## config.mk

```make
export PLATFORM = sky130hd
export DESIGN_NAME = dcache_responder
export DESIGN_NICKNAME = d
export VERILOG_FILES = /design/src/rtl/dcache_pkg.sv /design/src/rtl/dcache_lane_align.sv /design/src/rtl/dcache_responder.sv
export SDC_FILE = /design/constraint.sdc
export NUM_CORES = 1
export LEC_CHECK = 0
export BUFFER_PORTS_ARGS = -buffer_cell sky130_fd_sc_hd__buf_2
export CORE_ASPECT_RATIO = 0.7
export CORE_MARGIN = 4
export CORE_UTILIZATION = 30
export DETAILED_ROUTE_END_ITERATION = 10
export PLACE_DENSITY = 0.45
export SETUP_SLACK_MARGIN = 0.3
export SYNTH_ARGS = -nofsm -noshare
export SYNTH_HDL_FRONTEND = slang
export SYNTH_SLANG_ARGS = --single-unit
export TNS_END_PERCENT = 10
```

## constraint.sdc

```tcl
create_clock -name clk -period 21.3 [get_ports clk]
set_input_delay 1.065 -clock clk [delete_from_list [all_inputs] [get_ports clk]]
set_output_delay 1.065 -clock clk [all_outputs]
set_load 0.01 [all_outputs]
```

## src/rtl/dcache_pkg.sv

```systemverilog
// dcache_pkg: shared types and lane strobe helper for the data cache responder.
package dcache_pkg;
  typedef enum logic [1:0] {DM_BYTE = 2'b00, DM_HALF = 2'b01, DM_WORD = 2'b10} data_mode_e;
  typedef enum logic [1:0] {IDLE, FILL, WRITE, RESP} dc_state_e;
  function automatic logic [3:0] lane_strobe(input logic [1:0] mode, input logic [1:0] a);
    return mode == DM_BYTE ? 4'b0001 << a : mode == DM_HALF ? (a[1] ? 4'b1100 : 4'b0011) : 4'b1111;
  endfunction
endpackage

```

## src/rtl/dcache_lane_align.sv

```systemverilog
// dcache_lane_align: store replication/strobe, right-aligned load extraction and strobed byte merge.
module dcache_lane_align import dcache_pkg::*; (
  input  logic [1:0]  mode_i,
  input  logic [1:0]  off_i,
  input  logic [31:0] wdata_i,
  input  logic [31:0] rword_i,
  input  logic [31:0] cword_i,
  output logic [31:0] wrep_o,
  output logic [3:0]  strb_o,
  output logic [31:0] lane_o,
  output logic [31:0] merged_o
);
  logic [31:0] mask, sh;
  always_comb begin
    strb_o = lane_strobe(mode_i, off_i);
    wrep_o = mode_i == DM_BYTE ? {4{wdata_i[7:0]}} : mode_i == DM_HALF ? {2{wdata_i[15:0]}} : wdata_i;
    mask = {{8{strb_o[3]}}, {8{strb_o[2]}}, {8{strb_o[1]}}, {8{strb_o[0]}}};
    merged_o = (cword_i & ~mask) | (wrep_o & mask);
    sh = rword_i >> {off_i, 3'b000};
    lane_o = mode_i == DM_BYTE ? {24'h0, sh[7:0]} :
             mode_i == DM_HALF ? {16'h0, off_i[1] ? rword_i[31:16] : rword_i[15:0]} : rword_i;
  end
endmodule

```

## src/rtl/dcache_responder.sv

```systemverilog
// dcache_responder: direct-mapped write-through no-write-allocate data cache, 1-word lines, req/ack memory.
// Define MISALIGN_TRAP_EN to add the fault output that traps misaligned half/word accesses.
module dcache_responder import dcache_pkg::*; #(
  parameter int LINES  = 16,
  parameter int ADDR_W = 32
) (
  input  logic              clk,
  input  logic              rstn,
  input  logic              dcache_en,
  input  logic              dcache_rw,
  input  logic [1:0]        data_mode,
  input  logic [ADDR_W-1:0] addr,
  input  logic [31:0]       wdata,
  output logic [31:0]       rdata,
  output logic              busy,
  output logic              mem_req,
  output logic              mem_we,
  output logic [ADDR_W-1:0] mem_addr,
  output logic [31:0]       mem_wdata,
  output logic [3:0]        mem_wstrb,
  input  logic              mem_ack,
  input  logic [31:0]       mem_rdata
`ifdef MISALIGN_TRAP_EN
  ,
  output logic              fault
`endif
);
  localparam int IDX_W = $clog2(LINES);
  localparam int TAG_W = ADDR_W - IDX_W - 2;
  dc_state_e state_q, state_d;
  logic [LINES-1:0] valid_q, valid_d;
  logic [TAG_W-1:0] tag_q [LINES];
  logic [31:0] data_q [LINES];
  logic [31:0] rdata_q, rdata_d, line_d, wrep, lane, merged;
  logic [IDX_W-1:0] idx;
  logic [TAG_W-1:0] tag;
  logic [3:0] strb;
  logic hit, mis, acc, line_we;
  assign idx = addr[IDX_W+1:2];
  assign tag = addr[ADDR_W-1:IDX_W+2];
  assign hit = valid_q[idx] && tag_q[idx] == tag;
`ifdef MISALIGN_TRAP_EN
  assign mis = data_mode == DM_HALF ? addr[0] : data_mode != DM_BYTE && addr[1:0] != 2'b00;
  assign fault = rstn && state_q == IDLE && dcache_en && mis;
`else
  assign mis = 1'b0;
`endif
  // RESP deliberately leaves acc low so the finished request is not looked up again
  assign acc = state_q == IDLE && dcache_en && !mis;
  dcache_lane_align u_align (
    .mode_i   (data_mode),
    .off_i    (addr[1:0]),
    .wdata_i  (wdata),
    .rword_i  (state_q == FILL ? mem_rdata : data_q[idx]),
    .cword_i  (data_q[idx]),
    .wrep_o   (wrep),
    .strb_o   (strb),
    .lane_o   (lane),
    .merged_o (merged)
  );
  always_comb begin
    state_d = state_q == IDLE ? (acc ? (dcache_rw ? WRITE : hit ? IDLE : FILL) : IDLE) :
              state_q == RESP ? IDLE : mem_ack ? RESP : state_q;
    valid_d = valid_q;
    rdata_d = rdata_q;
    line_we = 1'b0;
    line_d = mem_rdata;
    if (acc && !dcache_rw && hit) rdata_d = lane;
    if (state_q == FILL && mem_ack) begin
      valid_d[idx] = 1'b1;
      line_we = 1'b1;
      rdata_d = lane;
    end
    if (state_q == WRITE && mem_ack && hit) begin
      line_we = 1'b1;
      line_d = merged;
    end
  end
  assign busy = rstn && (state_q == FILL || state_q == WRITE || (acc && (dcache_rw || !hit)));
  assign rdata = acc && !dcache_rw && hit ? lane : rdata_q;
  assign mem_req = state_q == FILL || state_q == WRITE;
  assign mem_we = state_q == WRITE;
  assign mem_addr = {addr[ADDR_W-1:2], 2'b00};
  assign mem_wdata = wrep;
  assign mem_wstrb = mem_we ? strb : 4'b0000;
  always_ff @(posedge clk or negedge rstn) begin
    if (!rstn) begin
      state_q <= IDLE;
      valid_q <= '0;
      rdata_q <= '0;
    end else begin
      state_q <= state_d;
      valid_q <= valid_d;
      rdata_q <= rdata_d;
    end
  end
  always_ff @(posedge clk) begin
    if (line_we) begin
      tag_q[idx] <= tag;
      data_q[idx] <= line_d;
    end
  end
endmodule

```

After elaboration in Yosys (flattened, before gate mapping)
Memories as Yosys holds them, arrays and structs flattened.
Cells that the tools add are included.

word-level totals
  bits in writable memories = 928
  memories kept = 2
  bits in registers = 50
  word-level logic and storage cells = 64
  output and inout port bits = 103

memory list
  memory  words  width  rd ports  clocked after Yosys merged registers in  write ports  RTL line                RTL
  data_q  16     32     1         0                                        1            dcache_responder.sv:33  logic [31:0] data_q [LINES];
  tag_q   16     26     1         0                                        1            dcache_responder.sv:32  logic [TAG_W-1:0] tag_q [LINES];

cells by class
  muxes and demuxes = 27
  eq/ne operators = 5
  bitwise gates (word level) = 5
  reduce and logical (&&, ||, !) cells = 18
  shifts and indexed selects = 2
  magnitude comparators = 2

operators with widths
  operator               count
  $mux W32               8
  $and A32 B32 Y32       2
  $not A32 Y32           1
  $or A32 B32 Y32        1
  $shr A32 B5 Y8         1
  $eq A26 B26 Y1         1
  $mux W16               1
  $mux W4                4
  $or A16 B16 Y16        1
  $logic_and A1 B1 Y1    10
  $mux W2                5
  $mux W1                7
  $lt A4 B5 Y1 const B   1
  $bmux W1 S4            1
  $demux W1 S4           1
  $eq A2 B1 Y1 const B   2
  $eq A2 B2 Y1 const B   2
  $ge A4 B1 Y1 const B   1
  $logic_not A2 Y1       2
  $shl A1 B2 Y4 const A  1
  $logic_or A1 B1 Y1     3
  $reduce_bool A3 Y1     1
  $logic_not A1 Y1       2

Logic depth before layout (Yosys ltp)
  depth in word-level cells = 8
  depth in mapped cells = 17
  gate-level depth less buffers = 9

Hierarchy
From an unflattened synthesis, not the netlist that was laid out.

second synthesis, totals
  cells, all modules = 2,191
  area, all modules = 41,915.2 um2

by module, submodules not included
  module             area an instance (um2)  cells each  sequential area each (um2)  instances
  dcache_responder   40,306.2                2,025       29,117.9                    1
  dcache_lane_align  1,609.0                 166         0.0                         1

Worst setup path before layout
No wires, ideal clock.

  path type = input to register
  start point = input port addr[3]
  end point = memory data_q[0][0] (enable)
  stages on the path = 13
  data arrival time = 9.266 ns
  data required time = 20.683 ns
  buffers on the path = 4
  setup slack = 11.417 ns
  cells stage by stage = buf_4 -> buf_4 -> buf_4 -> buf_2 -> mux4_2 -> nand4_1 -> o2111ai_1 -> a21oi_1 -> o2111ai_1 -> nand4b_1 -> nor4_2 -> nor2_1 -> nor4_1

on the way
  longest elaborated chain between the ends = 7

ends and longest elaborated chain
  element                                         RTL line                 RTL
  start, declared                                 dcache_responder.sv:12   input logic [ADDR_W-1:0] addr,
  $mem_v2 Z16 W26 or $bmux W1 S4 (tied branches)  -
  $eq A26 B26 Y1 or $mux W1 (tied branches)       dcache_responder.sv:41   assign hit = valid_q[idx] && tag_q[idx] == tag;
  $logic_and A1 B1 Y1                             dcache_responder.sv:41
  $logic_and A1 B1 Y1                             dcache_responder.sv:74   if (state_q == WRITE && mem_ack && hit) begin
  $mux W1                                         dcache_responder.sv:74
  $mux W1                                         dcache_responder.sv:98   if (line_we) begin
  $mux W1 (not written as such)                   dcache_responder.sv:100  data_q[idx] <= line_d;
  end, declared                                   dcache_responder.sv:33

Parallel ways exist; a longest one is shown, timed or not. The select of a mux whose other input is x is not followed.

Worst setup path in the final report
  start point = input port addr[3]
  end point = output port rdata[8]

on the way
  longest elaborated chain between the ends = 6

ends and longest elaborated chain
  element          RTL line                 RTL
  $mem_v2 Z16 W32  -
  $mux W32         dcache_responder.sv:54   .rword_i (state_q == FILL ? mem_rdata : data_q[idx]),
  $mux W16         dcache_lane_align.sv:21  mode_i == DM_HALF ? {16'h0, off_i[1] ? rword_i[31:16] : rword_i[15:0]} : rword_i;
  $mux W32         dcache_lane_align.sv:21
  $mux W32         dcache_lane_align.sv:20  lane_o = mode_i == DM_BYTE ? {24'h0, sh[7:0]} :
  $mux W32 *       dcache_responder.sv:80   assign rdata = acc && !dcache_rw && hit ? lane : rdata_q;
  end, declared    dcache_responder.sv:14   output logic [31:0] rdata,

Mark *: on every way between the ends. The rest lies on a longest branch, timed or not. The select of a mux whose other input is x is not followed.

==> tab_implementation.tex <==
\begin{tabular}{lr}
\hline
Metric & Value \\
\hline
\multicolumn{2}{l}{\textbf{Critical path}} \\
\quad Crit path max-delay family & buffers and inverters \\
\quad WP data required & 20,240 ps \\
\quad Critical path arrival & 6460 ps \\
\quad Slowest stage delay, CP & roughly 800 ps \\
\quad Highest net fanout along the worst path & 82 \\
\quad Chain of cells forming the critical path & buf\_8 > buf\_4 > buf\_4 > mux2i\_1 > a22oi\_1 > o21ai\_0 > mux2i\_1 > o211ai\_1 > or4\_1 > nor4\_4 > buf\_4 > mux2\_2 > buf\_2 \\
\quad Crit-path slowest cell & buf\_4 \\
\quad Critical path start-end classification & primary input to output pin \\
\quad Startpoint of the lowest-slack register-to-register path & tag\_q[14][6] \\
\quad Worst setup EP type & output pin \\
\quad Critical Path Start Type & primary input \\
\quad Most repeated library cell on the critical path & buf\_4 \\
\quad WP buf/inv & 5 \\
\quad Start point of the critical path & addr[3] \\
\multicolumn{2}{l}{\textbf{STA}} \\
\quad Worst slew margin relative to its limit & about a quarter \\
\quad Clock Skews & roughly 24 ps \\
\quad Setup ws final & between 10,000 and 15,000 ps \\
\quad Achievable Freq & between 100 and 150 MHz \\
\quad \# setup viols final & 0 \\
\quad Final worst hold slack & $\sim$360 ps \\
\quad Number of max-slew violations in the final report & 0 \\
\quad Actual slew at the worst max-slew pin & 1120 ps \\
\quad Post-route fraction of the period consumed by the critical path & between 30\% and 40\% \\
\quad Sum of negative setup slack & 0 ps \\
\quad RSZ-0062 raised after global routing & false \\
\quad Final Hold Fails & 0 \\
\quad Minimum clock period after layout & between 7000 and 8000 ps \\
\multicolumn{2}{l}{\textbf{Global routing}} \\
\quad First-pass GRT wire length & about 180 mm \\
\quad GR Util All Layers & 16.8\% \\
\quad Overflow after GRT & 0 \\
\quad Largest net degree at the start of global routing & 83 \\
\quad Number of global-route vias before repair & 23,400 \\
\quad Initial antenna violation count & 5 \\
\multicolumn{2}{l}{\textbf{Floorplan}} \\
\quad Initial cell density of the core & a little over 30\% \\
\quad Die Ht & between 300 and 400 µm \\
\quad Area inside the core boundary & $\sim$140,000 µm² \\
\quad Die X-Extent & roughly 450 µm \\
\quad Ports placed on the boundary & about 200 \\
\quad Cell Rows & around 110 \\
\quad Die Area & about 140,000 µm² \\
\multicolumn{2}{l}{\textbf{Clock network}} \\
\quad Cell chosen for the clock root & clkbuf\_16 \\
\quad CTS HTree Levels & 3 \\
\quad Number of clock sinks & between 900 and 1,000 \\
\quad CTS clk-pin slew, worst paths & around 60 ps \\
\quad Insertion delay of the later-clocked pin in the worst-skew pair & $\sim$700 ps \\
\quad Setup repair bufs after CTS & 0 \\
\quad Clock buffer count from CTS & between 100 and 150 \\
\quad Number of resized instances in the post-cts repair step & 0 \\
\quad CTS tree & done \\
\quad CTS Hold Buffers Added & 0 \\
\quad Number of buffers on the longest clock path & 3 \\
\multicolumn{2}{l}{\textbf{Yosys}} \\
\quad Portion of the post-synthesis area used by sequential elements & a little over two thirds \\
\quad Count of distinct cell types in the synthesized netlist & slightly below 70 \\
\quad Fraction of registers with async set or reset after synthesis & 5.11\% \\
\quad EDFF count, synth & between 900 and 1,000 \\
\quad Warning count from the yosys run & 0 \\
\quad Total of flip-flops plus latches after synthesis & just under 1,000 \\
\quad Mean post-synth cell area & roughly 18 µm² \\
\quad Post-synthesis instance total & approximately 2,300 \\
\quad Syn Std Cell Area & between 40,000 and 50,000 µm² \\
\quad Flip-flop cell with the highest count after synthesis & edfxtp\_1 \\
\multicolumn{2}{l}{\textbf{Power and ir drop}} \\
\quad Static Leak & $\sim$16 nW \\
\quad Tot Pwr & roughly 4.6 mW \\
\quad Peak VDD IR & 0.0592 mV \\
\quad Power density relative to cell area & 96.6 nW/µm² \\
\multicolumn{2}{l}{\textbf{Route}} \\
\quad Overall via count from detail\_route & 22,900 \\
\quad 1st-iter DRT viols & $\sim$2,300 \\
\quad Routed length per placed instance & approximately 28 µm \\
\quad Number of vias per cell after detailed routing & 5.13 \\
\quad Total wirelength of the detailed-routed design & 123 mm \\
\quad Residual DRC & 0 \\
\quad Remaining number of nets flagged by the antenna check after routing & 0 \\
\quad Drt pass-1 iters & 7 \\
\multicolumn{2}{l}{\textbf{Job}} \\
\quad MaxCap Viol Count & 0 \\
\multicolumn{2}{l}{\textbf{Layout}} \\
\quad Synth-to-Final Area Change & 15.7\% \\
\quad Count of filler cells inserted in the layout & $\sim$13,000 \\
\quad Total area of sequential cells & approximately 29,000 µm² \\
\quad Area of the multi-input gates & $\sim$11,000 µm² \\
\quad Proportion of layout cells with a drive suffix above 1 & between 20\% and 30\% \\
\quad Total number of nets in the final design & around 2,600 \\
\quad Filler-free cell count of the finished design & roughly 4,500 \\
\multicolumn{2}{l}{\textbf{Placed design}} \\
\quad Setup WS pre-CTS & 13,470 ps \\
\quad DPL Wire Length & roughly 76 mm \\
\quad Buffers on Ports & slightly above 200 \\
\quad RD Place Congestion & between 0.8 and 0.9 \\
\quad Instance count after placement with tap cells included & around 4,300 \\
\multicolumn{2}{l}{\textbf{Outcome}} \\
\quad Outcome & complete, no violations \\
\multicolumn{2}{l}{\textbf{Worst hold path}} \\
\quad Hold WC Path Type & primary input to asynchronous set/reset pin \\
\hline
\end{tabular}
registers in the layout, indices dropped and copies added, names as in the netlist:
name     cells
rdata_q     32
tag_q      416
data_q     512
state_q      2
valid_q     16
logic make-up (layout without fill, tap and decap cells):
logic type / count (synthesis) / count (layout) / share of synthesized area [%]
flip-flops: 978 / 978 / 70.7
adder cells (fa/ha/maj): 4 / 4 / 0.122
other: 1 / 7 / 0.00911
multiplexers: 482 / 482 / 17.3
XOR/XNOR: 24 / 24 / 0.511
buffers and inverters: 186 / 478 / 2.40
AO/OA/AOI/OAI: 318 / 318 / 5.17
AND/OR/NAND/NOR: 333 / 333 / 3.78
worst paths after layout:
kind / end / slack [ps] / cells past startpoint
max in group asynchronous: rdata_q[15] / 19990 / 2
max reg2reg: data_q[1][3] / 15930 / 13
min in group clk: valid_q[13] / 470 / 1
min reg2reg: valid_q[13] / 470 / 1
max: rdata[8] / 13780 / 13
min: rdata_q[5] / 360 / 1
through the flow:
step,util [%],cell area (µm²)
after floorplan,-,41200
after global placement,32.5,44200
after detailed placement,32.5,44200
after CTS,35.0,47600
after global routing,35.0,47600
final,35.0,47600
cells in the final DEF (no fill, tap or decap), types with 8 or more instances in the layout:
master       n
edfxtp_1   928
buf_2      200
mux4_2     167
mux2i_1    166
nand2_1    143
mux2_2     110
clkbuf_16  102
o21ai_0     76
buf_4       64
nor2_1      63
a21oi_1     63
a22oi_1     53
dfrtp_1     50
mux2_1      39
clkinv_1    24
o22ai_1     22
and2_1      20
xnor2_1     19
clkinv_2    19
a221oi_1    17
o21bai_1    17
clkbuf_1    17
inv_1       16
nand3_1     16
nor3_1      15
bufinv_16   15
nor3_2      12
nor2b_1     10
nand2b_1     8
worst register-to-register path, cell delays in order, from the launching register on:
cell and delay [ps]:
edfxtp_1 360, mux4_2 470, xnor2_1 360, nand4_1 230, a22o_1 280, nor4b_1 560, nand4b_1 360, nor4_4 280
buf_4 470, nor2_1 90, buf_4 230, nor3_2 130, buf_4 360, buf_4 670
synthesized netlist by cell type, drive strengths merged (50+ instances only):
master	instances	area share [%]
edfxtp	928	68
mux4	167	9.1
mux2i	166	4.0
mux2	149	4.1
nand2	143	1.3
buf	118	1.8
o21ai	76	0.92
nor2	64	0.58
a21oi	63	0.77
a22oi	53	0.97
clkbuf	50	0.46
dfrtp	50	3.0
where the power goes:
group	internal [mW]	leakage, nW	total, mW	switching, mW
combinational	0.213	5.25	0.566	0.353
sequential	2.18	8.98	2.20	0.0261
clock	1.07	1.66	1.83	0.767
per-layer routing:
layer  vias up  track usage (%)  wire, µm
met5         -                0         0
met4         0             3.96      2550
met3       152             3.33      7180
met2       735             25.9     56300
met1     12200             24.6     56800
li1       9780                -         -
final cells by class:
| class | instances | share of cell area, % |
|---|---|---|
| inverter | 18 | 0.142 |
| multi-input combinational | 1163 | 23.5 |
| sequential | 978 | 61.2 |
| clock inverter | 74 | 1.69 |
| antenna | 5 | 0.0263 |
| tap | 1840 | 4.84 |
| timing repair buffer | 267 | 3.20 |
| clock buffer | 119 | 5.50 |
(Power assumes the default switching activity.)
